$ cat config.mk
export PLATFORM = sky130hd
export DESIGN_NAME = fighter_motion_ctrl
export DESIGN_NICKNAME = d
export VERILOG_FILES = /design/src/rtl/fighter_motion_ctrl.sv
export SDC_FILE = /design/constraint.sdc
export NUM_CORES = 1
export LEC_CHECK = 0
export BUFFER_PORTS_ARGS = -buffer_cell sky130_fd_sc_hd__buf_2
export CAP_MARGIN = 20
export CORE_MARGIN = 8
export CORE_UTILIZATION = 35
export DETAILED_ROUTE_END_ITERATION = 12
export HOLD_SLACK_MARGIN = 0.05
export PLACE_DENSITY_LB_ADDON = 0.15
export SYNTH_ARGS = -nofsm -noshare
export SYNTH_HDL_FRONTEND = slang
export SYNTH_SLANG_ARGS = --single-unit
export TNS_END_PERCENT = 1
$ cat constraint.sdc
create_clock -name vga_clk -period 9.23 [get_ports vga_clk]
set_input_delay 1.846 -clock vga_clk [delete_from_list [all_inputs] [get_ports vga_clk]]
set_output_delay 1.846 -clock vga_clk [all_outputs]
set_load 0.03 [all_outputs]
$ cat src/rtl/fighter_motion_ctrl.sv
// -----------------------------------------------------------------------------
// fighter_motion_ctrl
//
// Per-fighter position and motion controller feeding the sprite animation
// stage. Keyboard keycodes and opponent hit events are turned into a sprite
// position, a signed per-frame horizontal step and a constant sprite box.
// Everything updates once per video frame, on the rising edge of vsync.
//
// Ports
//   vga_clk        in   1   pixel clock, the only clock
//   reset          in   1   asynchronous, active-high
//   vsync          in   1   frame sync level, sampled on vga_clk
//   keycode        in   8   currently pressed HID keycode, 0 = none
//   hit            in   1   opponent hit (level, sampled on frame tick only)
//   hit_dir        in   1   1 pushes the fighter right, 0 pushes it left
//   spriteX        out  10  sprite left edge
//   spriteY        out  10  sprite top edge
//   spriteWidthL   out  10  constant SPRITE_W
//   spriteHeightU  out  10  constant SPRITE_H
//   motionx        out  10  two's-complement horizontal step applied this frame
//   facing_right   out  1   1 = fighter faces right
//   airborne       out  1   1 while the fighter is in the air
// -----------------------------------------------------------------------------
module fighter_motion_ctrl #(
    parameter int         X_START      = 100,
    parameter int         GROUND_Y     = 300,
    parameter int         SPRITE_W     = 90,
    parameter int         SPRITE_H     = 150,
    parameter int         X_MAX        = 639,
    parameter int         STEP         = 2,
    parameter int         JUMP_V0      = 12,
    parameter int         GRAVITY      = 1,
    parameter int         KNOCK_STEP   = 4,
    parameter int         KNOCK_FRAMES = 8,
    parameter logic [7:0] KEY_LEFT     = 8'h04,
    parameter logic [7:0] KEY_RIGHT    = 8'h07,
    parameter logic [7:0] KEY_JUMP     = 8'h1A
) (
    input  logic       vga_clk,
    input  logic       reset,
    input  logic       vsync,
    input  logic [7:0] keycode,
    input  logic       hit,
    input  logic       hit_dir,
    output logic [9:0] spriteX,
    output logic [9:0] spriteY,
    output logic [9:0] spriteWidthL,
    output logic [9:0] spriteHeightU,
    output logic [9:0] motionx,
    output logic       facing_right,
    output logic       airborne
);

    // Largest legal left edge: the right edge of the box lands on X_MAX.
    localparam logic signed [10:0] X_RIGHT_LIM = 11'(X_MAX - SPRITE_W + 1);
    localparam logic signed [10:0] Y_GROUND    = 11'(GROUND_Y);
    localparam logic signed [10:0] STEP_S      = 11'(STEP);
    localparam logic signed [10:0] KNOCK_S     = 11'(KNOCK_STEP);
    localparam logic signed [7:0]  VY_TAKEOFF  = 8'(-JUMP_V0);
    localparam logic signed [7:0]  GRAV_S      = 8'(GRAVITY);
    localparam logic [7:0]         KNOCK_LOAD  = 8'(KNOCK_FRAMES);

    typedef enum logic [1:0] {
        GROUND,
        AIR,
        KNOCK
    } state_t;

    state_t             state;
    logic               vsync_d;
    logic signed [7:0]  vy;
    logic [7:0]         knock_cnt;
    logic               knock_dir;

    logic               tick;
    logic               key_left;
    logic               key_right;
    logic               key_jump;
    logic signed [10:0] dx;
    logic signed [10:0] x_sum;
    logic [9:0]         x_next;
    logic [9:0]         x_applied;
    logic signed [10:0] y_sum;
    logic               landing;

    // Keep the sprite box fully on screen horizontally.
    function automatic logic [9:0] clamp_x(input logic signed [10:0] x);
        if (x < 11'sd0) begin
            return 10'd0;
        end else if (x > X_RIGHT_LIM) begin
            return 10'(X_RIGHT_LIM);
        end else begin
            return 10'(x);
        end
    endfunction

    // Top edge never goes above the screen; the ground side is handled by
    // the landing logic because it also changes state.
    function automatic logic [9:0] clamp_y(input logic signed [10:0] y);
        if (y < 11'sd0) begin
            return 10'd0;
        end else begin
            return 10'(y);
        end
    endfunction

    assign spriteWidthL  = 10'(SPRITE_W);
    assign spriteHeightU = 10'(SPRITE_H);

    always_comb begin
        tick      = vsync & ~vsync_d;
        key_left  = (keycode == KEY_LEFT);
        key_right = (keycode == KEY_RIGHT);
        key_jump  = (keycode == KEY_JUMP);

        // Horizontal request for this frame, before clamping.
        dx = 11'sd0;
        case (state)
            GROUND: begin
                if (key_left) begin
                    dx = -STEP_S;
                end else if (key_right) begin
                    dx = STEP_S;
                end
            end
            AIR: begin
                // Horizontal momentum is whatever was moving at takeoff.
                dx = $signed({motionx[9], motionx});
            end
            KNOCK: begin
                dx = knock_dir ? KNOCK_S : -KNOCK_S;
            end
            default: begin
                dx = 11'sd0;
            end
        endcase

        x_sum     = $signed({1'b0, spriteX}) + dx;
        x_next    = clamp_x(x_sum);
        // Report what actually moved, so partial clamps show a reduced step.
        x_applied = 10'($signed({1'b0, x_next}) - $signed({1'b0, spriteX}));

        y_sum     = $signed({1'b0, spriteY}) + $signed({{3{vy[7]}}, vy});
        landing   = (y_sum >= Y_GROUND);
    end

    always_ff @(posedge vga_clk or posedge reset) begin
        if (reset) begin
            vsync_d      <= 1'b0;
            state        <= GROUND;
            vy           <= 8'sd0;
            knock_cnt    <= 8'd0;
            knock_dir    <= 1'b0;
            spriteX      <= 10'(X_START);
            spriteY      <= 10'(GROUND_Y);
            motionx      <= 10'd0;
            facing_right <= 1'b1;
            airborne     <= 1'b0;
        end else begin
            vsync_d <= vsync;
            if (tick) begin
                if (hit) begin
                    // A hit wins in every state. The hit frame itself does not
                    // move the fighter; the KNOCK_FRAMES following frames do.
                    state     <= KNOCK;
                    knock_cnt <= KNOCK_LOAD;
                    knock_dir <= hit_dir;
                    vy        <= 8'sd0;
                    spriteY   <= 10'(GROUND_Y);
                    motionx   <= 10'd0;
                    airborne  <= 1'b0;
                end else begin
                    case (state)
                        GROUND: begin
                            if (key_jump) begin
                                // Takeoff frame: position and motionx hold.
                                state    <= AIR;
                                vy       <= VY_TAKEOFF;
                                airborne <= 1'b1;
                            end else begin
                                spriteX <= x_next;
                                motionx <= x_applied;
                                if (key_left) begin
                                    facing_right <= 1'b0;
                                end else if (key_right) begin
                                    facing_right <= 1'b1;
                                end
                            end
                        end
                        AIR: begin
                            spriteX <= x_next;
                            if (landing) begin
                                state    <= GROUND;
                                spriteY  <= 10'(GROUND_Y);
                                vy       <= 8'sd0;
                                motionx  <= 10'd0;
                                airborne <= 1'b0;
                            end else begin
                                spriteY <= clamp_y(y_sum);
                                vy      <= vy + GRAV_S;
                                motionx <= x_applied;
                            end
                        end
                        KNOCK: begin
                            // motionx stays 0 so the animation shows idle.
                            spriteX   <= x_next;
                            motionx   <= 10'd0;
                            knock_cnt <= knock_cnt - 8'd1;
                            if (knock_cnt <= 8'd1) begin
                                state <= GROUND;
                            end
                        end
                        default: begin
                            state <= GROUND;
                        end
                    endcase
                end
            end
        end
    end

endmodule
==> results.yml <==
finish:
  cell_area_after_layout_um2: 4960
  syn2layout_area_growth_pct: 11.2
  antenna_cells_inserted: 0
  final_core_util: 0.396
  layout.cells.non_filler: 731
  mostFrequentLayoutCell: "sky130_fd_sc_hd__nand2_1"
  post_route_cells_drive_above_1_share: 0.186
  layout.filler_cells: 1309
  final_nets: 610
  leading_cell_types_in_the_layout_fill_and_taps_excluded: "57 x sky130_fd_sc_hd__nand2_1, 44 x sky130_fd_sc_hd__dfrtp_1, 44 x sky130_fd_sc_hd__buf_2, 42 x sky130_fd_sc_hd__nor2_1, 38 x sky130_fd_sc_hd__a21oi_1"
setup_path:
  cp-end-kind: "register"
  startpoint_type: "input port"
  number_of_buffer_and_inverter_stages_on_the_critical_path: 3
  crit_path_max_incr_delay_ns: 0.65
  critPathMaxFanout: 11
  critPathTopFamily: "compound AO/OA/AOI/OAI gates"
  worst-endpoint-arrival_ns: 7.07
  category_of_the_critical_setup_timing_path: "in -> reg"
  critPathSlowestCell: "sky130_fd_sc_hd__a32oi_1"
  timing.critical_path.required_ns: 9.45
  cp_most_frequent_cell: "sky130_fd_sc_hd__a21oi_1"
  crit_chain: "buf_2 > and4bb_1 > a32oi_1 > a21oi_1 > ha_1 > a21oi_1 > o21ai_0 > a2111oi_0 > or3b_2 > a21oi_1 > a31oi_1 > buf_4 > or2_1 > ha_1 > inv_1 > fa_1 > a21o_1 > a21oi_1 > nor2b_1 > o21a_1 > o41ai_1 > xor2_1 > o31ai_1"
route:
  route.detailed.drc: 0
  detail_route.first_pass.iterations: 4
  drt_iter0_markers: 231
  ant_nets_after_route: 0
  vias_per_cell: 5.19
  routed_wl_um: 11500
  route.vias.total: 3794
  routedWlPerCell_um: 15.7
placed_design:
  gpl.final_weighted_congestion: 0.904
  dpl_cells: 723
  postPlaceCellArea_um2: 4780
  hpwlAfterDp_um: 8760
  place.port_buffers: 44
die:
  dieArea_um2: 16600
  rows: 41
  initial_utilization: 0.356
  die_height_um: 129
  core_region_area_um2: 12500
  die-width_um: 129
  pin_count: 65
cts:
  clock_sink_count: 52
  cts_root_buffer_type: "sky130_fd_sc_hd__clkbuf_16"
  postCtsSetupBuffers: 0
  cts_tree: "done"
  holdBufCountCts: 0
  cts-root-to-sink-buffers: 2
  clk_transition_reported_paths_ns: 0.08
  htree_num_levels: 2
  clkLatencyLatePin_ns: 0.31
  postCtsResizedCells: 0
  tritoncts.num_buffers: 5
global_routing:
  overflow: 0
  wire_length_of_the_first_global_routing_pass_um: 19200
  global_route.usage.total: 0.143
  pin_count_of_the_biggest_net_entering_global_routing: 53
  grt_antenna_before_repair: 0
  first_global_vias: 3790
timing:
  min_period_over_period: 0.742
  setup-tns-final_ns: 0
  worst_pin_slew_ns: 0.862
  drv_slew: 0
  hold_viol_final: 0
  finalSetupViolations: 0
  skew_ns: 0.0124
  slew_headroom: 0.425
  highest_clock_frequency_the_design_can_meet_mhz: 146
  period_needed_ns: 6.85
  rsz0062_at_grt: "false"
synthesis:
  synth_top_cells_by_area: "sky130_fd_sc_hd__dfrtp_1 25%, sky130_fd_sc_hd__ha_1 10%, sky130_fd_sc_hd__nand2_1 4.8%"
  post_synth_inst_count: 517
  synth_top_cell_by_area: "sky130_fd_sc_hd__dfrtp_1"
  ys_seq_area_frac: 0.294
  synth_top_cell_area_share: 0.247
  yosys_warnings: 0
  ys.flop_type: "sky130_fd_sc_hd__dfrtp_1"
  synth-seq-cells: 52
  post_synth_instance_area_um2: 4460
  post_synth_num_cell_types: 82
  synth_edf_count: 0
  synth-async-reset-ratio: 1.00
  syn_area_per_cell_um2: 8.62
job:
  max_cap_violations: 0
min_path:
  worst_hold_path_type: "reg -> reg"
outcome:
  run_status: "complete, no violations"
final cells by class:
| type | count | area [um2] | share of cell area |
|---|---|---|---|
| repair buffers | 48 | 250 | 0.0505 |
| clock inverters | 2 | 38.8 | 0.00782 |
| inverters | 36 | 135 | 0.0273 |
| well taps | 172 | 215 | 0.0434 |
| flip-flops and latches | 52 | 1310 | 0.265 |
| multi-input cells | 415 | 2870 | 0.578 |
| clock buffers | 6 | 139 | 0.0280 |
kinds of logic after synthesis:
| kind of cell | count (synthesis) | share of synthesized area |
|---|---|---|
| AO/OA/AOI/OAI | 158 | 0.269 |
| XOR/XNOR | 22 | 0.0432 |
| adder cells (fa/ha/maj) | 39 | 0.115 |
| buffers and inverters | 68 | 0.0777 |
| flip-flops | 52 | 0.294 |
| multiplexers | 4 | 0.0107 |
| other | 2 | 0.00168 |
| AND/OR/NAND/NOR | 172 | 0.189 |
sequential cells by signal (all words and copies together), names as in the netlist:
name,count
motionx,10
spriteX,10
spriteY,10
knock_cnt,8
vy,8
state,2
airborne,1
facing_right,1
knock_dir,1
vsync_d,1
metrics by stage:
stage	hold slack, ns	worst slack, ns
floorplan	0.493	3.01
global placement	0.488	2.12
detailed placement	0.484	2.10
CTS	0.495	2.41
global route	0.527	2.02
finish	0.491	2.38
metal layers:
metal,global-route usage,part of all wire,vias up
li1,-,-,1924
met1,0.191,0.47,1798
met2,0.231,0.48,59
met3,0.0223,0.033,13
met4,0.0470,0.017,0
met5,0,0,-
worst register-to-register path: stages, from the launching register on:
cell,delay (ns)
sky130_fd_sc_hd__dfrtp_1,0.38
sky130_fd_sc_hd__inv_1,0.09
sky130_fd_sc_hd__ha_1,0.28
sky130_fd_sc_hd__and4bb_1,0.25
sky130_fd_sc_hd__a32oi_1,0.65
sky130_fd_sc_hd__a21oi_1,0.16
sky130_fd_sc_hd__ha_1,0.40
sky130_fd_sc_hd__a21oi_1,0.25
sky130_fd_sc_hd__o21ai_0,0.19
sky130_fd_sc_hd__a2111oi_0,0.57
sky130_fd_sc_hd__or3b_2,0.23
sky130_fd_sc_hd__a21oi_1,0.04
sky130_fd_sc_hd__a31oi_1,0.14
sky130_fd_sc_hd__buf_4,0.24
sky130_fd_sc_hd__or2_1,0.15
sky130_fd_sc_hd__ha_1,0.14
sky130_fd_sc_hd__inv_1,0.06
sky130_fd_sc_hd__fa_1,0.40
sky130_fd_sc_hd__a21o_1,0.17
sky130_fd_sc_hd__a21oi_1,0.16
sky130_fd_sc_hd__nor2b_1,0.10
sky130_fd_sc_hd__o21a_1,0.19
sky130_fd_sc_hd__o41ai_1,0.35
sky130_fd_sc_hd__xor2_1,0.13
sky130_fd_sc_hd__o31ai_1,0.22
worst paths after layout:
path	endpoint	slack, ns	cells past startpoint	from
worst min register to register	spriteY[2]	0.49	2	spriteY[2]
worst max-delay path	motionx[8]	2.38	23	keycode[3]
worst max register to register	motionx[8]	3.23	24	state[0]
worst min-delay path	spriteY[2]	0.49	2	spriteY[2]
min in group asynchronous	spriteX[7]	1.75	3	reset
max in group asynchronous	knock_dir	6.99	3	reset
synthesized netlist by cell type, types with 4 or more instances:
master / instances
sky130_fd_sc_hd__nor3_1: 14
sky130_fd_sc_hd__dfrtp_1: 44
sky130_fd_sc_hd__o31ai_2: 5
sky130_fd_sc_hd__o221ai_1: 4
sky130_fd_sc_hd__o21ai_2: 4
sky130_fd_sc_hd__nand3_1: 17
sky130_fd_sc_hd__o31ai_1: 12
sky130_fd_sc_hd__nor2b_1: 4
sky130_fd_sc_hd__or2_2: 5
sky130_fd_sc_hd__a211oi_1: 5
sky130_fd_sc_hd__buf_4: 22
sky130_fd_sc_hd__and2_1: 4
sky130_fd_sc_hd__dfstp_2: 8
sky130_fd_sc_hd__ha_1: 36
sky130_fd_sc_hd__xor2_1: 16
sky130_fd_sc_hd__o21a_1: 5
sky130_fd_sc_hd__nand2_1: 57
sky130_fd_sc_hd__o21ai_0: 27
sky130_fd_sc_hd__inv_1: 36
sky130_fd_sc_hd__a21o_1: 9
sky130_fd_sc_hd__nor2_1: 42
sky130_fd_sc_hd__a21oi_1: 38
sky130_fd_sc_hd__o21ai_1: 6
sky130_fd_sc_hd__xnor2_1: 6
sky130_fd_sc_hd__clkbuf_1: 8
Power is left out: the tool's default activity adds up to more than one toggle a clock period on the data nets, which glitch-free logic cannot reach.
